`src/rtl/branch_redirect_ctrl.sv`:
```
// Branch redirect controller for the 2-wide pipeline (slot 1 older, slot 2 younger).
// Picks the oldest mispredicting branch, redirects fetch via a valid/ready handshake,
// then holds a pipeline flush for FLUSH_CYCLES cycles. Counts detected mispredicts.
module branch_redirect_ctrl #(
  parameter int unsigned XLEN         = 32,
  parameter int unsigned FLUSH_CYCLES = 2,
  parameter int unsigned CNT_W        = 16
) (
  input  logic              clk,
  input  logic              rst_n,
  input  logic              branch_in1,
  input  logic              branch_in2,
  input  logic              taken1,
  input  logic              taken2,
  input  logic              pred_taken1,
  input  logic              pred_taken2,
  input  logic [XLEN-1:0]   pc1,
  input  logic [XLEN-1:0]   pc2,
  input  logic [XLEN-1:0]   target1,
  input  logic [XLEN-1:0]   target2,
  input  logic              fetch_ready,
  output logic              redirect_valid,
  output logic [XLEN-1:0]   redirect_pc,
  output logic              flush_slot2,
  output logic              flush_pipe,
  output logic              stall_issue,
  output logic [CNT_W-1:0]  mispredict_cnt
);

  localparam int unsigned FcW = (FLUSH_CYCLES > 1) ? $clog2(FLUSH_CYCLES + 1) : 1;
  localparam logic [FcW-1:0]  FcLoad = FcW'(FLUSH_CYCLES);
  localparam logic [XLEN-1:0] PcStep = XLEN'(4);

  typedef enum logic [1:0] {
    StIdle,
    StRedirect,
    StFlush
  } state_e;

  state_e           state_q, state_d;
  logic [XLEN-1:0]  pc_q, pc_d;
  logic [FcW-1:0]   fc_q, fc_d;
  logic [CNT_W-1:0] cnt_q, cnt_d;

  logic             mis1, mis2;
  logic [XLEN-1:0]  cpc1, cpc2;
  logic             slot2_kill;

  assign mis1 = branch_in1 & (taken1 != pred_taken1);
  assign mis2 = branch_in2 & (taken2 != pred_taken2);
  // Fall-through PC wraps modulo 2^XLEN.
  assign cpc1 = taken1 ? target1 : (pc1 + PcStep);
  assign cpc2 = taken2 ? target2 : (pc2 + PcStep);

  // Next-state: capture the oldest mispredict in idle, handshake, then count down the flush.
  always_comb begin
    state_d    = state_q;
    pc_d       = pc_q;
    fc_d       = fc_q;
    cnt_d      = cnt_q;
    slot2_kill = 1'b0;
    unique case (state_q)
      StIdle: begin
        if (mis1) begin
          // Slot 2 is younger than a mispredicting slot 1: it is wrong-path, never counted.
          slot2_kill = 1'b1;
          pc_d       = cpc1;
          cnt_d      = cnt_q + CNT_W'(1);
          state_d    = StRedirect;
        end else if (mis2) begin
          pc_d    = cpc2;
          cnt_d   = cnt_q + CNT_W'(1);
          state_d = StRedirect;
        end
      end
      StRedirect: begin
        if (fetch_ready) begin
          fc_d    = FcLoad;
          state_d = StFlush;
        end
      end
      StFlush: begin
        fc_d = fc_q - FcW'(1);
        if (fc_q <= FcW'(1)) begin
          state_d = StIdle;
        end
      end
      default: state_d = StIdle;
    endcase
  end

  // State, captured PC, flush countdown and mispredict counter.
  always_ff @(posedge clk or negedge rst_n) begin
    if (!rst_n) begin
      state_q <= StIdle;
      pc_q    <= '0;
      fc_q    <= '0;
      cnt_q   <= '0;
    end else begin
      state_q <= state_d;
      pc_q    <= pc_d;
      fc_q    <= fc_d;
      cnt_q   <= cnt_d;
    end
  end

  assign redirect_valid = (state_q == StRedirect);
  // PC is only presented while valid so that idle outputs read as zero.
  assign redirect_pc    = redirect_valid ? pc_q : '0;
  assign flush_pipe     = (state_q != StIdle);
  assign stall_issue    = (state_q != StIdle);
  // Combinational path must drop during reset without waiting for the state flops.
  assign flush_slot2    = slot2_kill & rst_n;
  assign mispredict_cnt = cnt_q;

endmodule

```
`config.mk`:
```
export PLATFORM = sky130hd
export DESIGN_NAME = branch_redirect_ctrl
export DESIGN_NICKNAME = d
export VERILOG_FILES = /design/src/rtl/branch_redirect_ctrl.sv
export SDC_FILE = /design/constraint.sdc
export NUM_CORES = 1
export LEC_CHECK = 0
export BUFFER_PORTS_ARGS = -buffer_cell sky130_fd_sc_hd__buf_4
export CORE_AREA = 2 2 131 95
export CTS_BUF_LIST = sky130_fd_sc_hd__clkbuf_4 sky130_fd_sc_hd__clkbuf_8
export DETAILED_ROUTE_END_ITERATION = 16
export DIE_AREA = 0 0 133 97
export PLACE_DENSITY = 0.67
export SETUP_SLACK_MARGIN = 0.4
export SLEW_MARGIN = 20
export SYNTH_ARGS = -nofsm -noshare
export SYNTH_HDL_FRONTEND = slang
export SYNTH_SLANG_ARGS = --single-unit
export TNS_END_PERCENT = 30
```
`constraint.sdc`:
```
create_clock -name clk -period 4.9 [get_ports clk]
set_clock_uncertainty 0.2 [all_clocks]
set_input_delay 0 -clock clk [delete_from_list [all_inputs] [get_ports clk]]
set_output_delay 0 -clock clk [all_outputs]
set_load 0.01 [all_outputs]
```
# Word level (Yosys, flattened, before mapping)
# Index checks and enable logic that the tools add are counted.
# word_totals
regBits	52
in_bits	137
out_inout_bits	52
word_cells	41
# op_classes
addsub	4
magnitude_cmp	1
n_eq_ne	7
muxes	15
bitwise_logic	3
reduce_logical	7
# ops
cell	n
32-bit two-way mux	5
32-bit by 3-bit adder with 32-bit output (second input constant)	2
16-bit two-way mux	2
16-bit by 1-bit adder with 16-bit output (second input constant)	1
2-bit two-way mux	4
2-bit one-hot mux with 3 select lines	1
2-bit nonzero test	3
2-bit != test (second input constant)	2
2-bit one-hot mux with 2 select lines	1
2-bit AND reduction	2
1-bit AND	3
3-bit != test (second input constant)	1
3-bit AND reduction	1
2-bit by 1-bit equality test with 1-bit output (second input constant)	1
2-bit equality test (second input constant)	1
2-bit by 1-bit less-or-equal comparator with 1-bit output (second input constant)	1
2-bit zero test	1
1-bit two-way mux	2
1-bit != test	2
2-bit by 1-bit subtractor with 2-bit output (second input constant)	1

# Logic depth before layout (Yosys ltp)
# Gate-level depths: netlist (run 1).
# depth
ltp_word	5
mapped_depth	8
ltp_nobuf	6

# Least setup slack after synthesis (run 1)
# Ideal clock, no wire load.
# synth_timing
kind	reg-to-reg
start	reg state_q[1]
end	reg pc_q[29]
setup_time_ns	0.087
arrival_time_ns	1.815
required_ns	4.613
slack_ns	2.798
path_stages_with_launch	7
n_path_buf	1
period_less_slack_ns	2.102
cell_sequence	dfrtp_1 > clkbuf_1 > or3b_2 > a2111oi_2 > nand2_1 > mux2_2 > o211ai_1
# synth_between
elab_chain_cells	2
# synth_rtl
item	line	rtl
start: declaration	40	state_e state_q, state_d;
start signal: assignment	95	state_q <= StIdle;
start signal: assignment	100	state_q <= state_d;
2-bit zero test	62	unique case (state_q)
2-bit AND reduction (no source line)	-	
end signal: assignment	101	pc_q <= pc_d;
end: declaration	41	logic [XLEN-1:0] pc_q, pc_d;
# No other way between the ends.
# A chain may end at the register's enable or synchronous reset.

# Worst setup path in the final report (run 1)
# Same ends and word-level chain as after synthesis.

==> flow_summary.yaml, run 1 <==
synthesis:
  synth_most_common_cell: "nand2_1"
  avgSynthCellArea_um2: 8.12
  synth_seq_cells: 52
  synth-edff-count: 0
  yosys-top-cells-area: "dfrtp_1 (28%), xnor2_1 (5.2%), nand2_1 (4.8%), and2_1 (4.7%), xor2_1 (4.2%)"
  async_flop_share: 1.00
  synth_nets: 704
  synthCells: 563
  yosys.area.top_type: "dfrtp_1"
  yosys-top-cells-count: "nand2_1 (58), dfrtp_1 (52), and2_1 (34), nand3_1 (33), o21ai_0 (31)"
  synth_top_area_frac: 0.285
  synthesis.area_mm2: 0.00457
  ys.flop_type: "dfrtp_1"
  synth_cell_types: 62
  synth_warnings: 0
  seq_area_frac_synth: 0.285
final_layout:
  stdcell_area_mm2: 0.00691
  nNetsFinal: 940
  final_core_util: 0.600
  num_antenna_cells: 0
  syn_to_final_growth_pct: 51.2
  drive_gt1_frac: 0.276
  fillers: 1019
routing:
  detail_route.wirelength_um: 18100
  drt-initial-drc-count: 525
  drc: 0
  dr.pass1.iters: 5
  ant_nets: 0
  vias_per_cell: 5.81
  num_vias: 5563
  routedWlPerCell_um: 19.0
power_and_ir_drop:
  ir_drop_v: 0.000155
  power_density_mw_per_mm2: 333
  p_leak_nw: 3.04
critical_path:
  worstPathCellList: "nor2_1 -> nand3_1 -> and3_1 -> a311oi_1 -> dlygate4sd3_1 -> o211ai_1 -> dlygate4sd3_1"
  worstPathRequired_ns: 4.90
  critical_path_class: "reg2reg"
  crit_fanout: 14
  worst_path_max_delay_cell: "nand3_1"
  start_kind: "register"
  cp_data_arrival_time_ns: 3.54
  cp_common_cell: "dlygate4sd3_1"
  end_kind: "register"
  cpPeakStageDelay_ns: 0.59
global_route:
  grt_start_max_net_pins: 54
  track_usage: 0.277
  grt_pass1_wl_um: 28400
  grt-ovfl-total: 0
  grt_pass1_vias: 5376
  antenna_found_initial: 0
place:
  place_area_mm2: 0.00607
  port_buffers: 188
  dpl.hpwl_um: 13600
  place_congestion: 0.950
timing:
  slew_headroom: 0.280
  setup_viol: 0
  drv_slew: 0
  post-route-min-period_ns: 3.54
  min_period_over_period: 0.722
  report.final.hold_viol_count: 0
  worst-slew-pin-transition_ns: 1.07
  rsz0062_at_grt: "no"
  fmaxAchievable_mhz: 283
  tns_ns: 0
cts:
  cts_sinks: 52
  ctsResizeCount: 0
  clkTransAtPathRegs_ns: 0.09
  cts_root_buf: "clkbuf_8"
  cts_tree: "yes"
  h-tree-depth: 2
  cts_inserted_buffers: 5
  clk_latency_ns: 0.31
  clk_path_buf_depth: 2
floorplanning:
  start_util: 0.397
  die-area_mm2: 0.0129
  fp-row-count: 33
  fp.dieW_um: 133
  core_mm2: 0.0115
  fp.dieH_um: 97
  io_pins: 189
min_path:
  hp-class: "in2reg"
status:
  status: "finished clean"
job:
  maxCapViolations: 0
[where the power goes]
part	internal, mW	switching, mW
sequential	0.592	0.122
clock	0.158	0.152
combinational	0.684	0.597
[worst max-delay path: cells and delay by family (launching register included)]
family / cells / cell delay (ns)
DFF: 1 / 0.49
and+or+nand+nor: 3 / 1.27
AOI/OAI and AO/OA: 2 / 0.31
buffers and inverters: 2 / 1.14
[final cells by class]
class	instances	area (um2)	area share
Sequential cell	52	1300	0.188
Inverter	15	56.3	0.00814
Clock buffer	6	76.3	0.0110
Clock inverter	2	35.0	0.00507
Timing Repair Buffer	264	2160	0.313
Tap cell	157	196	0.0284
Multi-Input combinational cell	461	3080	0.446
[routing by layer]
| layer | vias up | part of all wire | track usage |
|---|---|---|---|
| li1 | 2579 | - | - |
| met1 | 2674 | 0.45 | 0.392 |
| met2 | 291 | 0.45 | 0.439 |
| met3 | 19 | 0.085 | 0.0561 |
| met4 | 0 | 0.016 | 0.0604 |
| met5 | - | 0 | 0 |
[kinds of logic (layout without fill, tap and decap cells)]
| logic type | count (synthesis) | in the layout | share of synthesized area |
|---|---|---|---|
| xor gates and xnor gates | 49 | 49 | 0.0939 |
| AOI/OAI and AO/OA | 130 | 130 | 0.206 |
| buffers and inverters | 50 | 287 | 0.0446 |
| DFF | 52 | 52 | 0.285 |
| muxes | 21 | 21 | 0.0479 |
| adders and majority gates | 4 | 4 | 0.0109 |
| and+or+nand+nor | 257 | 257 | 0.312 |
[flip-flops by register name, summed over array words and instances (netlist names)]
signal / cells
fc_q: 2
state_q: 2
mispredict_cnt: 16
pc_q: 32
[layout by cell type, fill, tap and decap left out, drive strengths merged, types with 7 or more instances in the layout]
cell and count:
mux2i 14, nor3 13, nand3 35, and2 35, o21ai 31, nor4 17, dlygate4sd3 73, buf 191
dfrtp 52, inv 15, o211ai 24, and4 11, o221ai 8, a32oi 11, nand4 21, and3 15
xnor2 27, nor2 25, mux2 7, nand2 58, xor2 22, a21oi 10
[worst paths after layout]
check / start / slack (ns) / cells past startpoint / to
worst max-delay path: state_q[1] / 1.36 / 7 / pc_q[29]
worst min-delay path: target1[4] / 0.02 / 5 / pc_q[4]
worst max register to register: state_q[1] / 1.36 / 7 / pc_q[29]
worst min register to register: mispredict_cnt[15] / 0.28 / 1 / mispredict_cnt[15]
max in group asynchronous: rst_n / 3.95 / 2 / pc_q[21]
min in group asynchronous: rst_n / 0.06 / 2 / pc_q[6]
[through the flow]
stage / total power [mW] / worst slack [ns] / instances / hold slack, ns
final: 2.30 / 1.36 / 957 / 0.0169
after global routing: 2.46 / 1.16 / 957 / 0.0508
after CTS: 2.28 / 1.20 / 957 / 0.0201
after detailed placement: 1.76 / 1.80 / 876 / -0.101
after global placement: 1.72 / 1.99 / 876 / -0.113
after floorplan: 1.27 / 2.80 / 563 / -0.496
[what timing repair did]
action                                  CTS  global route
hold endpoints to repair                 88             0
hold buffers                             73             0
endpoints found under the setup margin    0             0
setup buffers                             0             0
(Power assumes the default switching activity.)
==> run 2: changes to the inputs <==
PLACE_DENSITY = 0.69   (was 0.67)
clock period = 3.17 ns   (was 4.9 ns; I/O delays follow)
==> flow_summary.yaml, run 2 (synthesis gave the netlist of run 1 again) <==
critical_path:
  crit_start: "state_q[1]"
  end_kind: "register"
  crit_fanout: 20
  critical_path_class: "reg2reg"
  reg2reg_from: "state_q[1]"
  worstPathRequired_ns: 3.22
  cp_data_arrival_time_ns: 2.78
  start_kind: "register"
  r2r_slack_ns: 0.44
place:
  dpl.hpwl_um: 14000
  place_congestion: 1.00
  place_area_mm2: 0.00611
  port_buffers: 188
timing:
  fmaxAchievable_mhz: 367
  report.final.hold_viol_count: 1
  min_period_over_period: 0.860
  worst-slew-pin-transition_ns: 0.793
  rsz0062_at_grt: "yes"
  setup_viol: 0
  post-route-min-period_ns: 2.73
  slew_headroom: 0.467
  tns_ns: 0
  whs_ns: -0.00148
  drv_slew: 0
routing:
  dr.pass1.iters: 5
  drc: 0
  routedWlPerCell_um: 19.6
  ant_nets: 0
  num_vias: 5687
  drt-initial-drc-count: 486
  detail_route.wirelength_um: 19000
  vias_per_cell: 5.86
cts:
  clkTransAtPathRegs_ns: 0.11
  h-tree-depth: 2
  cts_tree: "yes"
  cts_inserted_buffers: 5
  cts_root_buf: "clkbuf_8"
  cts_sinks: 52
  clk_path_buf_depth: 2
  clk_latency_ns: 0.32
  cts_setup_buffers: 0
floorplanning:
  core_mm2: 0.0115
  io_pins: 189
  fp-row-count: 33
  die-area_mm2: 0.0129
  fp.dieH_um: 97
  start_util: 0.397
  fp.dieW_um: 133
global_route:
  grt-ovfl-total: 0
  grt_pass1_vias: 5511
  grt_start_max_net_pins: 54
  antenna_found_initial: 0
  track_usage: 0.290
  grt_pass1_wl_um: 29700
final_layout:
  final_common_cell: "buf_4"
  drive_gt1_frac: 0.284
  stdcell_area_mm2: 0.00705
  top_register: "pc_q"
  largest_reg_flops: 32
  num_antenna_cells: 0
  syn_to_final_growth_pct: 54.3
  final_cell_mix: "buf_4 (196), dlygate4sd3_1 (81), nand2_1 (56)"
  nNetsFinal: 954
status:
  violations: "hold timing"
  status: "finished with violations"
job:
  maxCapViolations: 0
power_and_ir_drop:
  power_density_mw_per_mm2: 501
  ir_drop_v: 0.000239
  p_leak_nw: 3.09
min_path:
  holdCritStartpoint: "target1[5]"
  hp-class: "in2reg"
[run 2: worst max-delay path, cell delays in order, from the launching register on]
cell           delay, ns
dfrtp_1             0.49
or3b_2              0.55
a211oi_2            0.17
buf_4               0.29
a32o_1              0.21
a31oi_1             0.05
dlygate4sd3_1       0.61
o211ai_1            0.09
[run 2: repair_timing]
item | CTS | global route
gates resized for setup | 0 | 6
hold endpoints to repair | 88 | 0
hold buffers | 81 | 0
endpoints found under the setup margin | 0 | 17
[run 2: layout make-up]
class	instances	area, um2
clock buffer	7	90.1
clock inverter	1	7.51
sequential	52	1300
inverter	15	56.3
multi-input combinational	461	3110
timing repair buffer	278	2290
fill	1025	4470
tap	157	196
[run 2: per-layer routing]
metal  global-route usage  part of all wire  up-vias
met2                0.448              0.45      321
li1                     -                 -     2607
met4               0.0811             0.024        0
met1                0.417              0.44     2715
met5                    0                 0        -
met3               0.0477             0.088       44
[run 2: path summary, 6_finish.rpt]
path / to / depth (start not counted)
max: pc_q[19] / 7
min: pc_q[5] / 5
max reg2reg: pc_q[19] / 7
min reg2reg: mispredict_cnt[15] / 1
max in group asynchronous: state_q[0] / 2
min in group asynchronous: pc_q[17] / 2
[run 2: where the power goes]
group | internal, mW | switching [mW] | leakage (nW) | total (mW)
Combinational | 1.05 | 0.937 | 2.39 | 1.99
Sequential | 0.916 | 0.193 | 0.655 | 1.11
Clock | 0.187 | 0.250 | 0.0479 | 0.437
[run 2: metrics by stage]
step / hold WS (ns) / cells / setup WS, ns / power (mW) / utilization
6_report: -0.00148 / 971 / 0.443 / 3.53 / 0.612
4_1_cts: 0.00252 / 970 / 0.423 / 3.46 / 0.609
3_3_place_gp: -0.115 / 881 / 0.911 / 2.69 / 0.530
2_1_floorplan: -0.496 / 563 / 1.07 / 1.96 / -
5_1_grt: 0.00669 / 971 / 0.330 / 3.76 / 0.612
3_5_place_dp: -0.102 / 881 / 0.823 / 2.74 / 0.530
==> run 3: changes to the inputs <==
REMOVE_ABC_BUFFERS = 1   (was unset)
==> flow_summary.yaml, run 3 (synthesis gave the netlist of run 1 again) <==
cts:
  cts_tree: "yes"
  cts_sinks: 52
  clk_latency_ns: 0.32
  cts_inserted_buffers: 5
  cts_root_buf: "clkbuf_8"
  h-tree-depth: 2
  clkTransAtPathRegs_ns: 0.11
  clk_path_buf_depth: 2
place:
  place_congestion: 0.885
  dpl.hpwl_um: 13900
  port_buffers: 188
  place_area_mm2: 0.00614
critical_path:
  critical_path_class: "in2reg"
  end_kind: "register"
  cp_data_arrival_time_ns: 2.82
  cpPeakStageDelay_ns: 0.59
  crit_fanout: 4
  reg2reg_depth: 6
  worst_path_max_delay_cell: "nor4_1"
  worstPathCellList: "dlygate4sd3_1 -> buf_4 -> nand4_1 -> nor4_1 -> buf_4 -> a21boi_0 -> o31ai_1 -> o211ai_1 -> dlygate4sd3_1"
  start_kind: "primary input"
  r2r_slack_ns: 0.42
  worstPathRequired_ns: 3.19
routing:
  detail_route.wirelength_um: 19000
  drc: 0
  routedWlPerCell_um: 19.1
  dr.pass1.iters: 7
  ant_nets: 0
  num_vias: 5758
  drt-initial-drc-count: 455
  vias_per_cell: 5.77
global_route:
  grt_pass1_wl_um: 29400
  antenna_found_initial: 0
  grt-ovfl-total: 0
  grt_pass1_vias: 5522
  track_usage: 0.288
  grt_start_max_net_pins: 54
min_path:
  hp-class: "in2reg"
  min_path_cells: 4
timing:
  post-route-min-period_ns: 2.80
  worst-slew-pin-transition_ns: 1.02
  setup_viol: 0
  tns_ns: 0
  min_period_over_period: 0.884
  rsz0062_at_grt: "yes"
  drv_slew: 0
  slew_headroom: 0.317
  report.final.hold_viol_count: 0
  fmaxAchievable_mhz: 357
floorplanning:
  fp-row-count: 33
  core_mm2: 0.0115
  start_util: 0.397
  fp.dieW_um: 133
  fp.dieH_um: 97
  io_pins: 189
  die-area_mm2: 0.0129
final_layout:
  num_antenna_cells: 0
  final_cell_mix: "buf_4 (200), dlygate4sd3_1 (105), nand2_1 (58)"
  largest_reg_flops: 32
  stdcell_area_mm2: 0.00735
  nNetsFinal: 981
  syn_to_final_growth_pct: 60.8
  top_register: "pc_q"
  final_common_cell: "buf_4"
  drive_gt1_frac: 0.275
power_and_ir_drop:
  power_density_mw_per_mm2: 490
  p_leak_nw: 3.21
  ir_drop_v: 0.000280
status:
  status: "finished clean"
job:
  maxCapViolations: 0
-- run 3: cell count changes in the layout (fill, tap and decap cells not counted), sizes merged --
| cell | previous run | this run |
|---|---|---|
| inv | 15 | 16 |
| dlygate4sd3 | 81 | 105 |
| buf | 197 | 200 |
| clkinvlp | 1 | 0 |
| bufinv | 0 | 2 |
| clkbuf | 7 | 5 |
-- run 3: worst paths after layout --
path | end | start
worst max-delay path | pc_q[20] | pc1[12]
worst min-delay path | pc_q[17] | pc2[17]
worst max register to register | pc_q[10] | state_q[1]
worst min register to register | mispredict_cnt[15] | mispredict_cnt[15]
max in group asynchronous | pc_q[21] | rst_n
min in group asynchronous | pc_q[2] | rst_n
-- run 3: layer usage --
metal  vias to the layer above  track usage  routed length (um)  share of wire
li1                       2652            -                   -              -
met1                      2779        0.407                8360           0.44
met2                       299        0.460                8590           0.45
met3                        28       0.0508                1810          0.095
met4                         0       0.0645                 268          0.014
met5                         -            0                   0              0
-- run 3: power by group --
group	switching, mW	total (mW)	internal (mW)
clock network	0.266	0.585	0.319
registers	0.186	1.10	0.915
logic	0.920	1.92	0.997
total	1.37	3.60	2.23
-- run 3: area by class of cell --
cell class / count / area [um2]
Tap cell: 157 / 196
Multi-Input combinational cell: 461 / 3110
Sequential cell: 52 / 1300
Fill cell: 991 / 4170
Inverter: 15 / 56.3
Clock buffer: 5 / 68.8
Timing Repair Buffer: 305 / 2550
Clock inverter: 3 / 68.8
-- run 3: repair_timing --
action / CTS / global route
hold buffers: 105 / 0
endpoints found under the hold margin: 88 / 0
setup buffers: 0 / 0
gates resized for setup: 0 / 4
setup endpoints to repair: 0 / 13
-- run 3: critical path, delay by kind of cell --
kind                   cells  cell delay [ns]
buffers and inverters      4             1.46
and+or+nand+nor            2             0.78
AOI/OAI and AO/OA          3             0.58
-- run 3: metrics by stage --
stage               worst slack (ns)  cells  utilization  hold WS (ns)  power [mW]
detailed placement             0.832    885        0.533       -0.0926        2.75
floorplan                      0.433    528            -        -0.496        1.90
finish                         0.369    998        0.638        0.0221        3.60
global placement               0.903    885        0.533        -0.107        2.69
CTS                            0.432    998        0.636       0.00539        3.56
global route                   0.291    998        0.638        0.0401        3.82
